`src/rtl/spi_cmd_master.sv`:
```
// Command-level SPI master: one RAM command per request, 11-bit MOSI frame, 8-bit MISO read.
// Define SPI_CMD_MASTER_SVA_EN to compile in protocol assertions and covers.
module spi_cmd_master #(
    parameter int RD_GAP = 4
) (
    input  logic       clk,
    input  logic       rst_n,
    input  logic       cmd_valid,
    output logic       cmd_ready,
    input  logic [1:0] cmd_op,
    input  logic [7:0] cmd_data,
    output logic       busy,
    output logic [7:0] rd_data,
    output logic       rd_valid,
    output logic       SS_n,
    output logic       MOSI,
    input  logic       MISO
);

    typedef enum logic [2:0] {
        IDLE, START, CMD, SHIFT, TAIL, WAIT, RECV, GAP
    } state_t;

    localparam logic [3:0] WAIT_LAST = 4'(RD_GAP - 1);

    state_t     state, state_nx;
    logic [9:0] frame, frame_nx;
    logic [3:0] cnt, cnt_nx;
    logic [7:0] rx, rx_nx;
    logic       is_rd, is_rd_nx;
    logic       ss_nx, mosi_nx, rdv_nx;
    logic [7:0] rdd_nx;
    logic       accept;

    assign cmd_ready = rst_n && (state == IDLE);
    assign busy      = (state != IDLE);
    assign accept    = cmd_valid && cmd_ready;

    // SS_n/MOSI are registered, so they are computed for the state being entered
    always_comb begin
        state_nx = state;
        frame_nx = frame;
        cnt_nx   = cnt;
        rx_nx    = rx;
        is_rd_nx = is_rd;
        ss_nx    = 1'b1;
        mosi_nx  = 1'b0;
        rdv_nx   = 1'b0;
        rdd_nx   = rd_data;
        unique case (state)
            IDLE: begin
                if (accept) begin
                    state_nx = START;
                    frame_nx = {cmd_op, cmd_data};
                    is_rd_nx = (cmd_op == 2'b11);
                    ss_nx    = 1'b0;
                end
            end
            START: begin
                state_nx = CMD;
                ss_nx    = 1'b0;
                mosi_nx  = frame[9];
            end
            CMD: begin
                state_nx = SHIFT;
                cnt_nx   = 4'd0;
                ss_nx    = 1'b0;
                mosi_nx  = frame[9];
                frame_nx = {frame[8:0], 1'b0};
            end
            SHIFT: begin
                ss_nx = 1'b0;
                if (cnt == 4'd9) begin
                    cnt_nx   = 4'd0;
                    state_nx = is_rd ? WAIT : TAIL;
                end else begin
                    cnt_nx   = cnt + 4'd1;
                    mosi_nx  = frame[9];
                    frame_nx = {frame[8:0], 1'b0};
                end
            end
            TAIL: begin
                state_nx = GAP;
            end
            WAIT: begin
                ss_nx = 1'b0;
                if (cnt == WAIT_LAST) begin
                    cnt_nx   = 4'd0;
                    state_nx = RECV;
                end else begin
                    cnt_nx = cnt + 4'd1;
                end
            end
            RECV: begin
                rx_nx = {rx[6:0], MISO};
                if (cnt == 4'd7) begin
                    state_nx = GAP;
                    rdv_nx   = 1'b1;
                    rdd_nx   = {rx[6:0], MISO};
                end else begin
                    ss_nx  = 1'b0;
                    cnt_nx = cnt + 4'd1;
                end
            end
            GAP: begin
                state_nx = IDLE;
            end
            default: begin
                state_nx = IDLE;
            end
        endcase
    end

    always_ff @(posedge clk) begin
        if (!rst_n) begin
            state    <= IDLE;
            frame    <= '0;
            cnt      <= '0;
            rx       <= '0;
            is_rd    <= 1'b0;
            SS_n     <= 1'b1;
            MOSI     <= 1'b0;
            rd_valid <= 1'b0;
            rd_data  <= '0;
        end else begin
            state    <= state_nx;
            frame    <= frame_nx;
            cnt      <= cnt_nx;
            rx       <= rx_nx;
            is_rd    <= is_rd_nx;
            SS_n     <= ss_nx;
            MOSI     <= mosi_nx;
            rd_valid <= rdv_nx;
            rd_data  <= rdd_nx;
        end
    end

`ifdef SPI_CMD_MASTER_SVA_EN
    logic [5:0] low_len;

    always_ff @(posedge clk) begin
        if (!rst_n || SS_n) begin
            low_len <= '0;
        end else begin
            low_len <= low_len + 6'd1;
        end
    end

    a_frame_len: assert property (@(posedge clk) disable iff (!rst_n)
        $rose(SS_n) && $past(rst_n) |->
            (low_len == 6'd13) || (low_len == 6'(20 + RD_GAP)));

    a_mosi_idle: assert property (@(posedge clk) disable iff (!rst_n)
        SS_n |-> !MOSI);

    a_no_acc_busy: assert property (@(posedge clk) disable iff (!rst_n)
        busy |-> !cmd_ready);

    a_rdv_src: assert property (@(posedge clk) disable iff (!rst_n)
        rd_valid |-> $past(state == RECV && is_rd));

    a_rst_ss: assert property (@(posedge clk)
        !rst_n |=> SS_n && !MOSI);

    for (genvar i = 0; i < 4; i++) begin : g_cov
        c_op: cover property (@(posedge clk) accept && cmd_op == 2'(i));
    end
`endif

endmodule

```
`config.mk`:
```
export PLATFORM = sky130hd
export DESIGN_NAME = spi_cmd_master
export DESIGN_NICKNAME = d
export VERILOG_FILES = /design/src/rtl/spi_cmd_master.sv
export SDC_FILE = /design/constraint.sdc
export NUM_CORES = 1
export LEC_CHECK = 0
export ABC_AREA = 1
export CAP_MARGIN = 20
export CORE_UTILIZATION = 25
export CTS_CLUSTER_SIZE = 20
export DETAILED_ROUTE_END_ITERATION = 10
export REMOVE_ABC_BUFFERS = 1
export SLEW_MARGIN = 10
export SYNTH_ARGS = -nofsm -noshare
export SYNTH_HDL_FRONTEND = slang
export SYNTH_SLANG_ARGS = --single-unit
export TNS_END_PERCENT = 10
```
`constraint.sdc`:
```
create_clock -name clk -period 4.03 [get_ports clk]
set_clock_uncertainty 0.2 [all_clocks]
set_input_delay 0.806 -clock clk [delete_from_list [all_inputs] [get_ports clk]]
set_output_delay 0.806 -clock clk [all_outputs]
set_load 0.005 [all_outputs]
```
==> flow_metrics.tcl, run 1 <==
set metrics [dict create \
    outcome "finished, final reports clean" \
    h-tree-depth 2 \
    cts.repair.resized 0 \
    port_buffers 26 \
    rrSetupSlack_ns 1.97 \
    grt_max_degree 23 \
    grt_pass1_wl_um 6617 \
    grtUsageTotal_pct 11.44 \
    utilization_pct 32.95 \
    criticalPathCategory "in -> out" \
    drc 0 \
    tightest_slew_ns 0.8653 \
    ant_nets 0 \
    first_iter_violations 82 \
    design_power_total_mw 1.231 \
    syn_area_per_cell_um2 7.185 \
    io_pins 27 \
    drive_gt1_share_pct 10.41 \
    diodes 0 \
    cts_buffers 5 \
    clk_pin_slew_ns 0.08 \
    antenna_found_initial 0 \
    powerDensity_nw_per_um2 571.9 \
    hold_viol_final 0 \
    cts-root-buf "clkbuf_8" \
    layout_common_cells "57 x nand2_1, 36 x dfxtp_1, 34 x nor2_1" \
    crit_fanout 8 \
    wl_um 3791 \
    syn-cell-area_um2 1732 \
    postCtsHoldBufs 0 \
    dp_hpwl_um 2633 \
    place_inst 338 \
    layout_worst_path_cycle_share_pct 79.69 \
    row_count 29 \
    peakVddDrop_uv 147.2 \
    final_common_cell "nand2_1" \
    start_util_pct 26.51 \
    fin_nets 284 \
    fin_cells 346 \
    slew_viol_final 0 \
    ff_latch_area_um2 720.7 \
    maxSlewHeadroom_pct 42.23 \
    period_needed_ns 3.211 \
    setup_tns_ns 0 \
    multi_input_area_um2 869.6 \
    fp.dieW_um 85.23 \
    crit_arrival_ns 2.21 \
    vias_per_cell 4.483 \
    syn_to_final_growth_pct 24.28 \
    n_fill_cell 708 \
    firstDrtPassIters 4 \
    worst_ep_required_time_ns 3.02 \
    fin_area_um2 2152 \
    routedWlPerCell_um 10.96 \
    cts.sinks 36 \
    core_um2 6531 \
    synth_cell_types 25 \
    cts.path.max_buffers 2 \
    grt_overflow_total 0 \
    routabilityCongestion 0.7247 \
    die_y_um 85.23 \
    yosysWarnings 0 \
    setup_viol 0 \
    hold_path.class "reg -> reg" \
    placed_cell_area_um2 2041 \
    end_kind "output pin" \
    clk_latency_ns 0.29 \
    syn_inst 241 \
    cts_setup_buffers 0 \
    p_leak_nw 0.8871 \
    seq_area_frac_synth_pct 41.62 \
    die-area_um2 7263 \
    cp-start-kind "primary input" \
    num_vias 1551 \
    grt_pass1_vias 1450 \
    fmax_mhz 311.4 \
    drv_cap 0 \
    rsz0062_at_grt "no" \
    ys_ff_latch 36 \
    cts_tree "done" \
]
==> where the power goes <==
group	total [mW]	switching, mW	leakage, nW	internal, mW
Clock	0.320	0.137	0.0541	0.183
Combinational	0.416	0.242	0.540	0.174
Sequential	0.495	0.0723	0.293	0.422
Total	1.23	0.451	0.887	0.780
==> kinds of logic (layout without fill, tap and decap cells) <==
kind of cell / after synthesis / in the layout / synth area share [%]
and+or+nand+nor: 139 / 139 / 37.72
AOI/OAI and AO/OA: 33 / 33 / 10.55
DFF: 36 / 36 / 41.62
xor gates and xnor gates: 1 / 1 / 0.5059
adders and majority gates: 2 / 2 / 1.445
buffers and inverters: 30 / 58 / 8.164
==> routing by layer <==
layer | track usage (%) | routed length [um] | share of wire [%]
met4 | 3.236 | 32 | 0.84
met5 | 0 | 0 | 0
met1 | 14.54 | 1808 | 48
met2 | 18.55 | 1709 | 45
met3 | 3.696 | 240 | 6.3
==> flip-flops by register name, summed over array words and instances (netlist names) <==
signal and flops:
frame 10, MOSI 1, rx 7, rd_valid 1, is_rd 1, rd_data 8, SS_n 1, cnt 4
state 3
==> final timing paths <==
| path | startpoint | end | depth (start not counted) |
|---|---|---|---|
| max reg2reg | state[1] | frame[7] | 6 |
| min | rx[6] | rx[6] | 2 |
| max | rst_n | cmd_ready | 4 |
| min reg2reg | rx[6] | rx[6] | 2 |
==> metrics by stage <==
step                hold WS (ns)  setup WS [ns]
floorplan                 0.2205          1.953
CTS                       0.2539         0.8073
global route              0.2827         0.7102
finish                    0.2491         0.8185
detailed placement        0.2407         0.8143
global placement          0.2433         0.8454
==> cells in the mapped netlist <==
master / number / area [um2]
nand2_1: 57 / 214.0
dfxtp_1: 36 / 720.7
nor2_1: 34 / 127.6
nand3_1: 24 / 120.1
inv_1: 18 / 67.56
a21oi_1: 15 / 75.07
o21ai_0: 15 / 75.07
nand3b_1: 9 / 67.56
inv_2: 5 / 18.77
nand2_2: 4 / 25.02
nor2_2: 4 / 25.02
buf_2: 3 / 15.01
nor2_4: 3 / 33.78
buf_6: 2 / 22.52
ha_1: 2 / 25.02
a211oi_1: 1 / 7.510
a21oi_4: 1 / 16.27
a22o_1: 1 / 8.760
clkbuf_1: 1 / 3.750
clkbuf_8: 1 / 13.76
nand2_4: 1 / 11.26
nand3_4: 1 / 17.52
nand4_1: 1 / 6.260
nor3_1: 1 / 5.000
xor2_1: 1 / 8.760
==> cell type report <==
class / instances / share of cell area (%)
multi-input cells: 175 / 40.41
inverters: 23 / 4.012
clock buffers: 5 / 3.198
flip-flops and latches: 36 / 33.49
repair buffers: 27 / 12.44
clock inverters: 3 / 1.977
well taps: 77 / 4.477
==> worst max-delay path, cell delays in order <==
cell and delay [ns]:
clkdlybuf4s50_1 0.48, inv_1 0.15, nor2_1 0.23, clkdlybuf4s50_1 0.53
No activity file was read; power rests on OpenSTA's default activity.
==> run 2: changes to the inputs <==
Clock period 4.03 ns to 3.11 ns, I/O delays scaled along.
==> run 2 against run 1 <==
Compared with the run above:
- die area is the same
- register-to-register slack lost 0.74 ns
- via count grew 2.1%
- clock-buffer cell count grew 2
- design area shrank 0.35%
- global-route usage grew 0.10 points
- utilization shrank 0.12 points
- setup slack lost 0.54 ns
- critical path depth is the same
- first-iteration DRC count shrank 16%
- cell count is the same
- non-clock buffer count grew 1
- largest cell class unchanged
==> flow_metrics.tcl, run 2 (synthesized netlist as in run 1, its figures left out) <==
set metrics [dict create \
    outcome "finished, final reports clean" \
    layout_worst_path_cycle_share_pct 91.01 \
    largest-register "frame" \
    end_kind "output pin" \
    rr_endpoint "frame[1]" \
    criticalPathCategory "in -> out" \
    grt_pass1_vias 1465 \
    drv_cap 0 \
    num_vias 1584 \
    placed_cell_area_um2 2048 \
    grt_pass1_wl_um 6596 \
    utilization_pct 32.84 \
    cp-start-kind "primary input" \
    holdPathStages 2 \
    design_power_total_mw 1.544 \
    io_pins 27 \
    first_iter_violations 69 \
    crit_top_cell "clkdlybuf4s50_1" \
    pre_cts_slack_ns 0.2815 \
    dp_hpwl_um 2712 \
    grt_overflow_total 0 \
    fin_hold_ws_ns 0.2481 \
    maxSlewHeadroom_pct 70.60 \
    tightest_slew_ns 0.4406 \
    fin_cells 346 \
    diodes 0 \
    start_util_pct 26.51 \
    rsz0062_at_grt "no" \
    drc 0 \
    die_y_um 85.23 \
    hold_end "rx[6]" \
    row_count 29 \
    routabilityCongestion 0.7281 \
    setup_tns_ns 0 \
    cts_buffers 5 \
    fin_nets 285 \
    grtUsageTotal_pct 11.54 \
    layout_common_cells "57 x nand2_1, 36 x dfxtp_1, 34 x nor2_1" \
    finalWorstSetupSlack_ns 0.2796 \
    clk_latency_ns 0.29 \
    cts_setup_buffers 0 \
    cts.sinks 36 \
    h-tree-depth 2 \
    setup_viol 0 \
    crit_slowest_cell "clkdlybuf4s50_1" \
    syn_to_final_growth_pct 23.84 \
    top_regs "frame: 10 flops, rd_data: 8 flops, rx: 7 flops" \
    die-area_um2 7263 \
    hp-start "rx[6]" \
    worst_ep_required_time_ns 2.29 \
    ant_nets 0 \
    crit_fanout 8 \
    port_buffers 26 \
    slowest_delay_ns 0.53 \
    drive_gt1_share_pct 10.41 \
    clk_pin_slew_ns 0.07 \
    reg2reg_from "state[2]" \
    period_needed_ns 2.830 \
    reg2reg_depth 6 \
    vias_per_cell 4.578 \
    fmax_mhz 353.3 \
    fin_area_um2 2145 \
    grt_max_degree 23 \
    cts.repair.resized 0 \
    rrSetupSlack_ns 1.23 \
    cts.path.max_buffers 2 \
    p_leak_nw 0.8885 \
    hold_path.class "reg -> reg" \
    path_cells "clkdlybuf4s50_1, inv_1, nor2_1, clkdlybuf4s50_1" \
    postCtsHoldBufs 0 \
    cts_tree "done" \
    routedWlPerCell_um 11.14 \
    final_common_cell "nand2_1" \
    place_inst 339 \
    peakVddDrop_uv 210.4 \
    firstDrtPassIters 4 \
    wl_um 3855 \
    core_um2 6531 \
    fp.dieW_um 85.23 \
    largest_reg_flops 10 \
    cts-root-buf "clkbuf_8" \
    slew_viol_final 0 \
    crit_arrival_ns 2.01 \
    antenna_found_initial 0 \
    powerDensity_nw_per_um2 719.9 \
    hold_viol_final 0 \
]
-- run 2: changes by cell type in the layout (fill, tap and decap cells not counted), sizes merged --
| cell | change |
|---|---|
| clkbuf | +2 |
| clkinvlp | -1 |
| bufinv | -1 |
| clkinv | -1 |
| buf | +1 |
-- run 2: critical path: cells and delay by family --
kind	cells	cell delay (ns)
simple gates	1	0.21
buf+inv	3	1.17
-- run 2: cell type report --
class                   count  area, um2
clock buffers               7      96.34
fillers                   718       4387
inverters                  23      86.33
multi-input cells         175      869.6
flip-flops and latches     36      720.7
well taps                  77      96.34
repair buffers             28      275.3
-- run 2: metal layers --
| layer | share of wire [%] | GRT usage [%] |
|---|---|---|
| met1 | 47 | 14.41 |
| met2 | 46 | 18.62 |
| met3 | 6.2 | 3.696 |
| met4 | 1.6 | 4.160 |
| met5 | 0 | 0 |
-- run 2: worst max-delay path by stage --
stage                  start        end  slack, ns  cells after the start
floorplan           state[1]  cmd_ready       1.33                      3
global placement       rst_n  cmd_ready       0.30                      4
detailed placement     rst_n  cmd_ready       0.28                      4
CTS                    rst_n  cmd_ready       0.27                      4
global route           rst_n  cmd_ready       0.22                      4
finish                 rst_n  cmd_ready       0.28                      4
-- run 2: where the power goes --
group | total [mW] | internal (mW) | switching, mW
logic | 0.586 | 0.233 | 0.353
clock network | 0.356 | 0.197 | 0.159
registers | 0.602 | 0.548 | 0.0540
